## src/rtl/mips_pkg.sv

```systemverilog
// Shared constants and types for the MIPS fetch stage.
package mips_pkg;

    localparam logic [1:0] NPC_PC4 = 2'b00;
    localparam logic [1:0] NPC_BR  = 2'b01;
    localparam logic [1:0] NPC_J   = 2'b10;
    localparam logic [1:0] NPC_JR  = 2'b11;

    localparam logic [31:0] PC_RESET = 32'h0000_3000;
    localparam logic [31:0] NOP_WORD = 32'h0000_0000;

    typedef enum logic {FETCH, WAIT} fetch_state_e;

endpackage

```

## src/rtl/npc.sv

```systemverilog
// Combinational next-PC selection: sequential, branch, jump or register target.
module npc
    import mips_pkg::*;
(
    input  logic [31:0] pc,
    input  logic [31:0] pc_d,
    input  logic [1:0]  npc_sel,
    input  logic        br_taken,
    input  logic [31:0] ext_out,
    input  logic [31:0] jr_target,
    output logic [31:0] next_pc,
    output logic        redirect
);

    always_comb begin
        next_pc  = pc + 32'd4;
        redirect = 1'b0;
        case (npc_sel)
            NPC_BR: begin
                if (br_taken) begin
                    next_pc  = pc_d + 32'd4 + ext_out;
                    redirect = 1'b1;
                end
            end
            NPC_J: begin
                next_pc  = {pc_d[31:28], ext_out[27:0]};
                redirect = 1'b1;
            end
            NPC_JR: begin
                next_pc  = jr_target;
                redirect = 1'b1;
            end
            default: ;
        endcase
    end

endmodule

```

## src/rtl/if_stage.sv

```systemverilog
// Instruction fetch stage with IF/ID pipeline register and a FETCH/WAIT memory handshake.
// Define BRANCH_DELAY_SLOT_EN for delay-slot semantics; otherwise taken redirects squash the slot.
module if_stage
    import mips_pkg::*;
(
    input  logic        clk,
    input  logic        reset,
    input  logic        stall,
    input  logic        flush,
    input  logic [1:0]  npc_sel,
    input  logic        br_taken,
    input  logic [31:0] ext_out,
    input  logic [31:0] jr_target,
    output logic [31:0] im_addr,
    input  logic [31:0] im_rdata,
    input  logic        im_ready,
    output logic [31:0] IR_D,
    output logic [31:0] PC_D,
    output logic [31:0] PC8_D,
    output logic        valid_D
);

    fetch_state_e state_q, state_d;
    logic [31:0]  fpc_q, fpc_d;
    logic [31:0]  inst_q, inst_d;
    logic [31:0]  dpc_q, dpc_d;
    logic [31:0]  link_q, link_d;
    logic         dvalid_q, dvalid_d;
    logic         rpend_q, rpend_d;
    logic [31:0]  rpc_q, rpc_d;

    logic [31:0]  next_pc;
    logic         redirect;
    logic         advance;
    logic         take_word;

    npc u_npc (
        .pc        (fpc_q),
        .pc_d      (dpc_q),
        .npc_sel   (npc_sel),
        .br_taken  (br_taken),
        .ext_out   (ext_out),
        .jr_target (jr_target),
        .next_pc   (next_pc),
        .redirect  (redirect)
    );

    always_comb begin
        state_d  = state_q;
        fpc_d    = fpc_q;
        inst_d   = inst_q;
        dpc_d    = dpc_q;
        link_d   = link_q;
        dvalid_d = dvalid_q;
        rpend_d  = rpend_q;
        rpc_d    = rpc_q;

        advance   = !stall && im_ready;
`ifdef BRANCH_DELAY_SLOT_EN
        take_word = advance && !flush;
`else
        // The word arriving alongside a taken redirect is the slot; drop it.
        take_word = advance && !flush && !(redirect || rpend_q);
`endif

        if (!stall) begin
            if (im_ready) begin
                fpc_d   = rpend_q ? rpc_q : next_pc;
                state_d = FETCH;
                rpend_d = 1'b0;
                rpc_d   = '0;
            end else begin
                state_d = WAIT;
                // Decode will show a bubble next cycle, so remember the target now.
                if (redirect) begin
                    rpend_d = 1'b1;
                    rpc_d   = next_pc;
                end
            end
        end

        if (take_word) begin
            inst_d   = im_rdata;
            dpc_d    = fpc_q;
            link_d   = fpc_q + 32'd8;
            dvalid_d = 1'b1;
        end else if (flush || !stall) begin
            inst_d   = NOP_WORD;
            dvalid_d = 1'b0;
        end
    end

    always_ff @(posedge clk or posedge reset) begin
        if (reset) begin
            state_q  <= FETCH;
            fpc_q    <= PC_RESET;
            inst_q   <= NOP_WORD;
            dpc_q    <= '0;
            link_q   <= 32'd8;
            dvalid_q <= 1'b0;
            rpend_q  <= 1'b0;
            rpc_q    <= '0;
        end else begin
            state_q  <= state_d;
            fpc_q    <= fpc_d;
            inst_q   <= inst_d;
            dpc_q    <= dpc_d;
            link_q   <= link_d;
            dvalid_q <= dvalid_d;
            rpend_q  <= rpend_d;
            rpc_q    <= rpc_d;
        end
    end

    assign im_addr = fpc_q;
    assign IR_D    = inst_q;
    assign PC_D    = dpc_q;
    assign PC8_D   = link_q;
    assign valid_D = dvalid_q;

endmodule

```

## config.mk

```make
export PLATFORM = sky130hd
export DESIGN_NAME = if_stage
export DESIGN_NICKNAME = d
export VERILOG_FILES = /design/src/rtl/mips_pkg.sv /design/src/rtl/npc.sv /design/src/rtl/if_stage.sv
export SDC_FILE = /design/constraint.sdc
export NUM_CORES = 1
export LEC_CHECK = 0
export ABC_AREA = 0
export CAP_MARGIN = 20
export CORE_UTILIZATION = 35
export DETAILED_ROUTE_END_ITERATION = 7
export GPL_TIMING_DRIVEN = 0
export HOLD_SLACK_MARGIN = 0.02
export SLEW_MARGIN = 10
export SYNTH_ARGS = -nofsm -noshare
export SYNTH_HDL_FRONTEND = slang
export SYNTH_SLANG_ARGS = --single-unit
```

## constraint.sdc

```tcl
create_clock -name clk -period 4.9 [get_ports clk]
set_input_delay 0.735 -clock clk [delete_from_list [all_inputs] [get_ports clk]]
set_output_delay 0.735 -clock clk [all_outputs]
set_load 0.02 [all_outputs]
```

# ---- Word-level counts from Yosys, hierarchy flattened
# Index checks and enable logic that the tools add are counted.
# W data, S select, Z words.
dict set report word_totals {
  regBits 162
  in_bits 104
  out_inout_bits 129
  word_cells 41
}
dict set report classes {
  add_sub_neg 4
  eq_ne 3
  n_mux 13
  n_bitwise 1
  n_reduce_logical 13
}
# op count
set ops {}
lappend ops {{$mux W32} 6}
lappend ops {{$pmux W32 S3} 1}
lappend ops {{$add A32 B3 Y32 const B} 2}
lappend ops {{$add A32 B32 Y32} 1}
lappend ops {{$add A32 B4 Y32 const B} 1}
lappend ops {{$mux W1} 5}
lappend ops {{$eq A2 B2 Y1 const B} 2}
lappend ops {{$reduce_and A2 Y1} 2}
lappend ops {{$reduce_bool A2 Y1} 2}
lappend ops {{$logic_and A1 B1 Y1} 3}
lappend ops {{$logic_not A1 Y1} 3}
lappend ops {{$eq A2 B1 Y1 const B} 1}
lappend ops {{$logic_or A1 B1 Y1} 2}
lappend ops {{$pmux W1 S2} 1}
lappend ops {{$reduce_or A2 Y1} 1}
lappend ops {{$not A1 Y1} 1}

# ---- Depth between registers and ports, before layout
# Gate-level depths: netlist of the first run.
dict set report depth {
  word_depth 7
  ltp_mapped 12
}

# ---- Hierarchy
# Synthesis of the first run repeated with hierarchy kept, for this count alone.
dict set report hier_totals {
  hier_cells 1034
  hier_area_um2 10100.9
}
# module instances cells_per_inst area_per_inst_um2 seq_area_each_um2
set by_module_without_submodules {}
lappend by_module_without_submodules {if_stage 1 539 6575.1 3982.6}
lappend by_module_without_submodules {npc 1 495 3525.9 0.0}

# ---- Least setup slack after synthesis of the first run
# No wires, ideal clock.
dict set report synth_timing {
  path_kind {input to register}
  start {input ext_out[1]}
  end {register rpc_q[23]}
  setup_ns 0.133
  arrival_time_ns 3.235
  setup_slack_ns 1.532
  cell_stages 11
  cell_sequence {ha_1 > ha_1 > fa_1 > a211oi_1 > o21ai_1 > nand3_2 > a2111oi_4 > o31a_2 > or3_1 > a31oi_1 > o21ai_0}
}
dict set report synth_via {
  elab_chain_cells 5
}
# element line
set synth_lines {}
lappend synth_lines {{start: declaration} if_stage.sv:12} ;# input logic [31:0] ext_out,
lappend synth_lines {{$add A32 B32 Y32} npc.sv:21} ;# next_pc = pc_d + 32'd4 + ext_out;
lappend synth_lines {{$mux W32} npc.sv:20} ;# if (br_taken) begin
lappend synth_lines {{$pmux W32 S3} npc.sv:18} ;# case (npc_sel)
lappend synth_lines {{$mux W32} if_stage.sv:75} ;# if (redirect) begin
lappend synth_lines {{$mux W32} if_stage.sv:67} ;# if (im_ready) begin
lappend synth_lines {{end signal: assignment} if_stage.sv:111} ;# rpc_q <= rpc_d;
lappend synth_lines {{end: declaration} if_stage.sv:30} ;# logic [31:0] rpc_q, rpc_d;
# No other way between the ends. The select of a mux whose other input is x is not followed.
# A chain may end at the register's enable or synchronous reset.

# ---- Final worst setup path of the first run
dict set report layout_timing {
  start {input ext_out[7]}
  end {register rpc_q[26]}
}
# The elaborated chain is that of the path after synthesis.

==> results of run 1 <==
[cell usage in the layout (no fill, tap or decap), drive strengths merged, types with 10 or more instances in the layout]
master and n:
a211oi 13, a21o 13, a21oi 99, a22o 44, and2 11, and3 18, buf 29, clkbuf 74
clkdlybuf4s50 230, dfrtp 156, ha 63, inv 25, mux2 37, mux2i 21, nand2 105, nand3 32
nand4 10, nor2 105, nor3 14, o21ai 91, xnor2 41, xor2 27
[cell usage after synthesis, drive strengths merged, types with 2 or more instances]
library cell	number
a2111oi	5
a211oi	13
a21boi	3
a21o	13
a21oi	99
a221o	2
a221oi	3
a22o	44
a31oi	9
and2	11
and3	18
and4	8
buf	24
clkbuf	57
dfrtp	156
dfstp	3
ha	63
inv	18
mux2	37
mux2i	21
mux4	4
nand2	105
nand2b	5
nand3	32
nand3b	3
nand4	10
nor2	105
nor2b	8
nor3	14
nor3b	2
nor4	3
o211a	2
o211ai	6
o21a	8
o21ai	91
o21bai	6
o221a	2
o221ai	4
o22ai	7
o31a	2
o31ai	4
o41ai	3
or3	9
xnor2	41
xor2	27
[state kept, by name, indices dropped and copies added, names as in the netlist]
signal	cells
PC_D	32
IR_D	32
rpend_q	1
im_addr	32
PC8_D	29
rpc_q	32
valid_D	1
[final timing paths]
kind	start	to	depth (start not counted)
max in group asynchronous	reset	PC_D[28]	4
hold reg to reg	rpc_q[7]	rpc_q[7]	2
setup reg to reg	PC_D[1]	rpc_q[23]	11
setup / recovery	ext_out[7]	rpc_q[26]	11
min in group asynchronous	reset	IR_D[1]	2
hold / removal	rpc_q[7]	rpc_q[7]	2
[stage by stage]
step | hold slack, ps | setup slack [ps]
2_1_floorplan | 441 | 1530
3_3_place_gp | 453 | 269
3_5_place_dp | 464 | 612
4_1_cts | 479 | 1070
5_1_grt | 494 | 913
6_report | 475 | 1050
[worst max-delay path, cell delays in order]
cell and delay (ps):
clkdlybuf4s50_1 510, ha_1 340, ha_1 370, a211oi_1 280, o21bai_1 180, a2111oi_4 470
nor4_1 140, o31a_1 410, a21boi_1 230, mux2i_1 380, o21ai_1 120
[layout make-up]
class / count / area share
Multi-Input combinational cell: 868 / 0.430
Sequential cell: 159 / 0.287
Inverter: 19 / 0.00542
Tap cell: 384 / 0.0347
Clock inverter: 15 / 0.0138
Buffer: 81 / 0.0245
Timing Repair Buffer: 235 / 0.174
Clock buffer: 17 / 0.0307
[layer usage]
metal,share of wire,global-route usage,up-vias
met1,0.46,0.357,4698
met3,0.068,0.0395,73
met5,0,0,-
met2,0.44,0.385,442
met4,0.032,0.0958,0
li1,-,-,4596
[report_power, final]
part / internal (mW) / leakage (nW) / switching [mW]
Combinational: 1.18 / 3.57 / 1.54
Clock: 0.740 / 0.300 / 0.671
Sequential: 1.56 / 2.06 / 0.239
[logic make-up after synthesis]
group                      synth area share
buffers and inverters                0.0397
xor gates and xnor gates             0.0576
muxes                                0.0697
adders and majority gates            0.0782
DFF                                   0.385
AOI/OAI and AO/OA                     0.215
and+or+nand+nor                       0.155
==> results_dict.tcl, run 1 <==
set metrics [dict create \
    status "finished clean" \
    ctsResizeCount 0 \
    detailed_place_hpwl_um 30200 \
    cts_buffers 17 \
    track_usage 0.252 \
    cts_max_level 4 \
    final_cells 1778 \
    design_area_mm2 0.0139 \
    route.vias.total 9809 \
    end_kind "flop" \
    synth_edf_count 0 \
    n_antenna_cell 0 \
    yosysSeqAreaShare 0.385 \
    period_needed_ps 3850 \
    routedWlPerCell_um 21.4 \
    drt_wl_total_um 38000 \
    nets 1549 \
    cellPowerDensity_mw_per_mm2 428 \
    routabilityCongestion 0.924 \
    fin_crit_sh 0.786 \
    report.final.slew_viol_count 0 \
    yosysTopAreaCell "dfrtp_1" \
    yosys-top-cells-area "dfrtp_1 (38%), ha_1 (7.6%), a21oi_1 (4.7%)" \
    ys_ff_latch 159 \
    synth_warnings 0 \
    maxCapViolations 0 \
    cts_root_buffer "clkbuf_16" \
    regArea_mm2 0.00398 \
    cp_max_fo 5 \
    grt_pass1_wl_um 58000 \
    die_area_mm2 0.0302 \
    rows 62 \
    drt_iter0_markers 839 \
    io-pin-count 233 \
    initial_core_util 0.358 \
    async_flop_share 1.00 \
    cts_setup_buffers 0 \
    areaGrowthSynthToFinish_pct 34.0 \
    first_global_vias 9546 \
    cts_hold_buf 0 \
    design.core.area_mm2 0.0289 \
    fin_skew_ps 11.2 \
    crit_path_start_kind "input pin" \
    max_freq_ghz 0.260 \
    p_total_mw 5.93 \
    tns_ps 0 \
    fillers 2854 \
    clk_pin_slew_ps 70 \
    dieHeight_um 174 \
    syn_nets 1295 \
    cts_max_path_buffers 2 \
    cp.arrival_ps 4160 \
    cts_tree "done" \
    drc 0 \
    tightest_slew_ps 1000 \
    synth_top_area_share 0.378 \
    drive_gt1_frac 0.0868 \
    place_area_mm2 0.0132 \
    grt_overflow 0 \
    die_w_um 174 \
    relSlewSlack 0.330 \
    synth_cell_types 80 \
    dp.cells 1746 \
    vias_per_cell 5.52 \
    hold_class "reg -> reg" \
    synth_area_per_cell_um2 9.17 \
    utilization 0.480 \
    peakVddDrop_mv 0.235 \
    drt-pass1-iter-count 5 \
    grt_max_degree 33 \
    port_buffers 230 \
    setup_violations 0 \
    cts.sinks 159 \
    drtAntennaViolNets 0 \
    required_ps 5210 \
    syn_inst 1127 \
    ys.flop_type "dfrtp_1" \
    path_class "in -> reg" \
    leakagePower_nw 5.92 \
    syn_area_mm2 0.0103 \
    reg2reg_setup_slack_ps 1390 \
    grt_setup_unrepaired "no" \
    finalHoldViolCount 0 \
    clk_latency_ps 440 \
    antenna_found_initial 0 \
    multi_input_area_mm2 0.00595 \
]
(Power assumes the default switching activity.)
==> run 2: changes to the inputs <==
- clock period: 4.9 -> 3.8 ns (I/O delays scaled with it)
==> run 2 against run 1 <==
Effect of this change: register-to-register slack lost 1000 ps; clock-buffer cell count stayed put; first-iteration DRC count rose by 1.2%; wire length is essentially flat; sequential cell count unchanged; final cell count unchanged; die area stayed put; total power grew 29%; sequential power is 29% higher; largest power group unchanged; highest routed layer unchanged.
==> results_dict.tcl, run 2 (synthesis gave the netlist of run 1 again) <==
set metrics [dict create \
    reg2reg_setup_slack_ps 360 \
    fin_crit_sh 0.970 \
    r2r_start "PC_D[2]" \
    initial_core_util 0.358 \
    track_usage 0.252 \
    drt_wl_total_um 38000 \
    route.vias.total 9802 \
    routabilityCongestion 0.924 \
    antenna_found_initial 0 \
    final_common_cell "clkdlybuf4s50_1" \
    n_antenna_cell 0 \
    max_stage_delay_ps 510 \
    period_needed_ps 3690 \
    cp_num_cells 11 \
    grt_setup_unrepaired "no" \
    vias_per_cell 5.51 \
    tightest_slew_ps 1010 \
    clk_latency_ps 440 \
    path_buf_inv 1 \
    max_freq_ghz 0.271 \
    path_class "in -> reg" \
    cts_setup_buffers 0 \
    rows 62 \
    cellPowerDensity_mw_per_mm2 552 \
    drtAntennaViolNets 0 \
    relSlewSlack 0.329 \
    maxCapViolations 0 \
    peakVddDrop_mv 0.301 \
    required_ps 4110 \
    status "finished clean" \
    hold_class "reg -> reg" \
    report.final.slew_viol_count 0 \
    layout_common_cells "clkdlybuf4s50_1 (230), dfrtp_1 (156), nor2_1 (105), nand2_1 (105), a21oi_1 (98)" \
    die_w_um 174 \
    detailed_place_hpwl_um 30200 \
    clk_pin_slew_ps 70 \
    io-pin-count 233 \
    cts_hold_buf 0 \
    cpMostUsedCell "ha_1" \
    endpoint "rpc_q[26]" \
    routedWlPerCell_um 21.4 \
    dp.cells 1746 \
    critPathLaunch "ext_out[7]" \
    cts_buffers 17 \
    r2r.worst_path.cells 12 \
    dieHeight_um 174 \
    whs_ps 475 \
    crit_path_start_kind "input pin" \
    hold_depth 2 \
    end_kind "flop" \
    setup_violations 0 \
    die_area_mm2 0.0302 \
    finalHoldViolCount 0 \
    port_buffers 230 \
    areaGrowthSynthToFinish_pct 34.1 \
    worst_path_dominant_cell_family "compound AO/OA/AOI/OAI gates" \
    drive_gt1_frac 0.0875 \
    cp_max_fo 5 \
    utilization 0.480 \
    cp.arrival_ps 4000 \
    drt-pass1-iter-count 5 \
    grt_overflow 0 \
    drc 0 \
    cts_tree "done" \
    cts_max_path_buffers 2 \
    final_cells 1778 \
    fin_skew_ps 10.9 \
    slowest_stage "clkdlybuf4s50_1" \
    r2r_end "rpc_q[26]" \
    cts_max_level 4 \
    nets 1549 \
    grt_max_degree 33 \
    worstPathCellList "clkdlybuf4s50_1 > ha_1 > ha_1 > a211oi_1 > o21bai_1 > a2111oi_4 > nor4_1 > o31a_1 > a21boi_1 > mux2i_1 > o21ai_1" \
    drt_iter0_markers 849 \
    cts_root_buffer "clkbuf_16" \
    cts.sinks 159 \
    tns_ps 0 \
    leakagePower_nw 5.93 \
    grt_pass1_wl_um 58000 \
    design.core.area_mm2 0.0289 \
    first_global_vias 9546 \
]
[run 2: timing repair]
action | 4_1_cts | 5_1_grt
hold endpoints to repair | 0 | 0
gates resized for setup | 0 | 1
endpoints found under the setup margin | 0 | 2
[run 2: cell type report]
type	instances	area, µm²
Clock inverter	15	191
Fill cell	2854	15000
Multi-Input combinational cell	868	5960
Sequential cell	159	3980
Tap cell	384	480
Timing Repair Buffer	235	2410
Clock buffer	17	425
Buffer	81	339
Inverter	19	75.1
[run 2: worst min-delay path by stage]
stage	end	slack [ps]	start
final	rpc_q[7]	480	rpc_q[7]
after global routing	rpc_q[22]	490	rpc_q[22]
after CTS	rpc_q[7]	480	rpc_q[7]
after detailed placement	rpc_q[21]	460	rpc_q[21]
after global placement	rpc_q[23]	450	rpc_q[23]
after floorplan	rpc_q[27]	440	rpc_q[27]
[run 2: metrics by stage]
stage | worst slack, ps | instance area, µm² | power, mW
floorplan | 597 | 10300 | 4.39
CTS | 134 | 13900 | 7.64
detailed placement | -323 | 13200 | 5.81
finish | 112 | 13900 | 7.65
global route | 45.2 | 13900 | 8.06
global placement | -666 | 13100 | 5.77
[run 2: report_power, final]
group | internal [mW] | switching (mW) | leakage, nW
Sequential | 2.01 | 0.307 | 2.06
Combinational | 1.52 | 1.99 | 3.57
Clock | 0.954 | 0.864 | 0.300
Total | 4.49 | 3.16 | 5.93
[run 2: worst reg2reg max path: cells and delay by family (launching register included)]
| family | cells | cell delay (ps) |
|---|---|---|
| mux | 1 | 380 |
| buf+inv | 2 | 170 |
| fa+ha+maj | 2 | 600 |
| flops | 1 | 390 |
| simple gates | 2 | 300 |
| compound gates | 5 | 1470 |
[run 2: routing by layer]
metal  global-route usage  share of wire  vias up
li1                     -              -     4595
met1                0.357           0.46     4700
met2                0.385           0.44      436
met3               0.0395          0.068       71
met4               0.0958          0.031        0
met5                    0              0        -
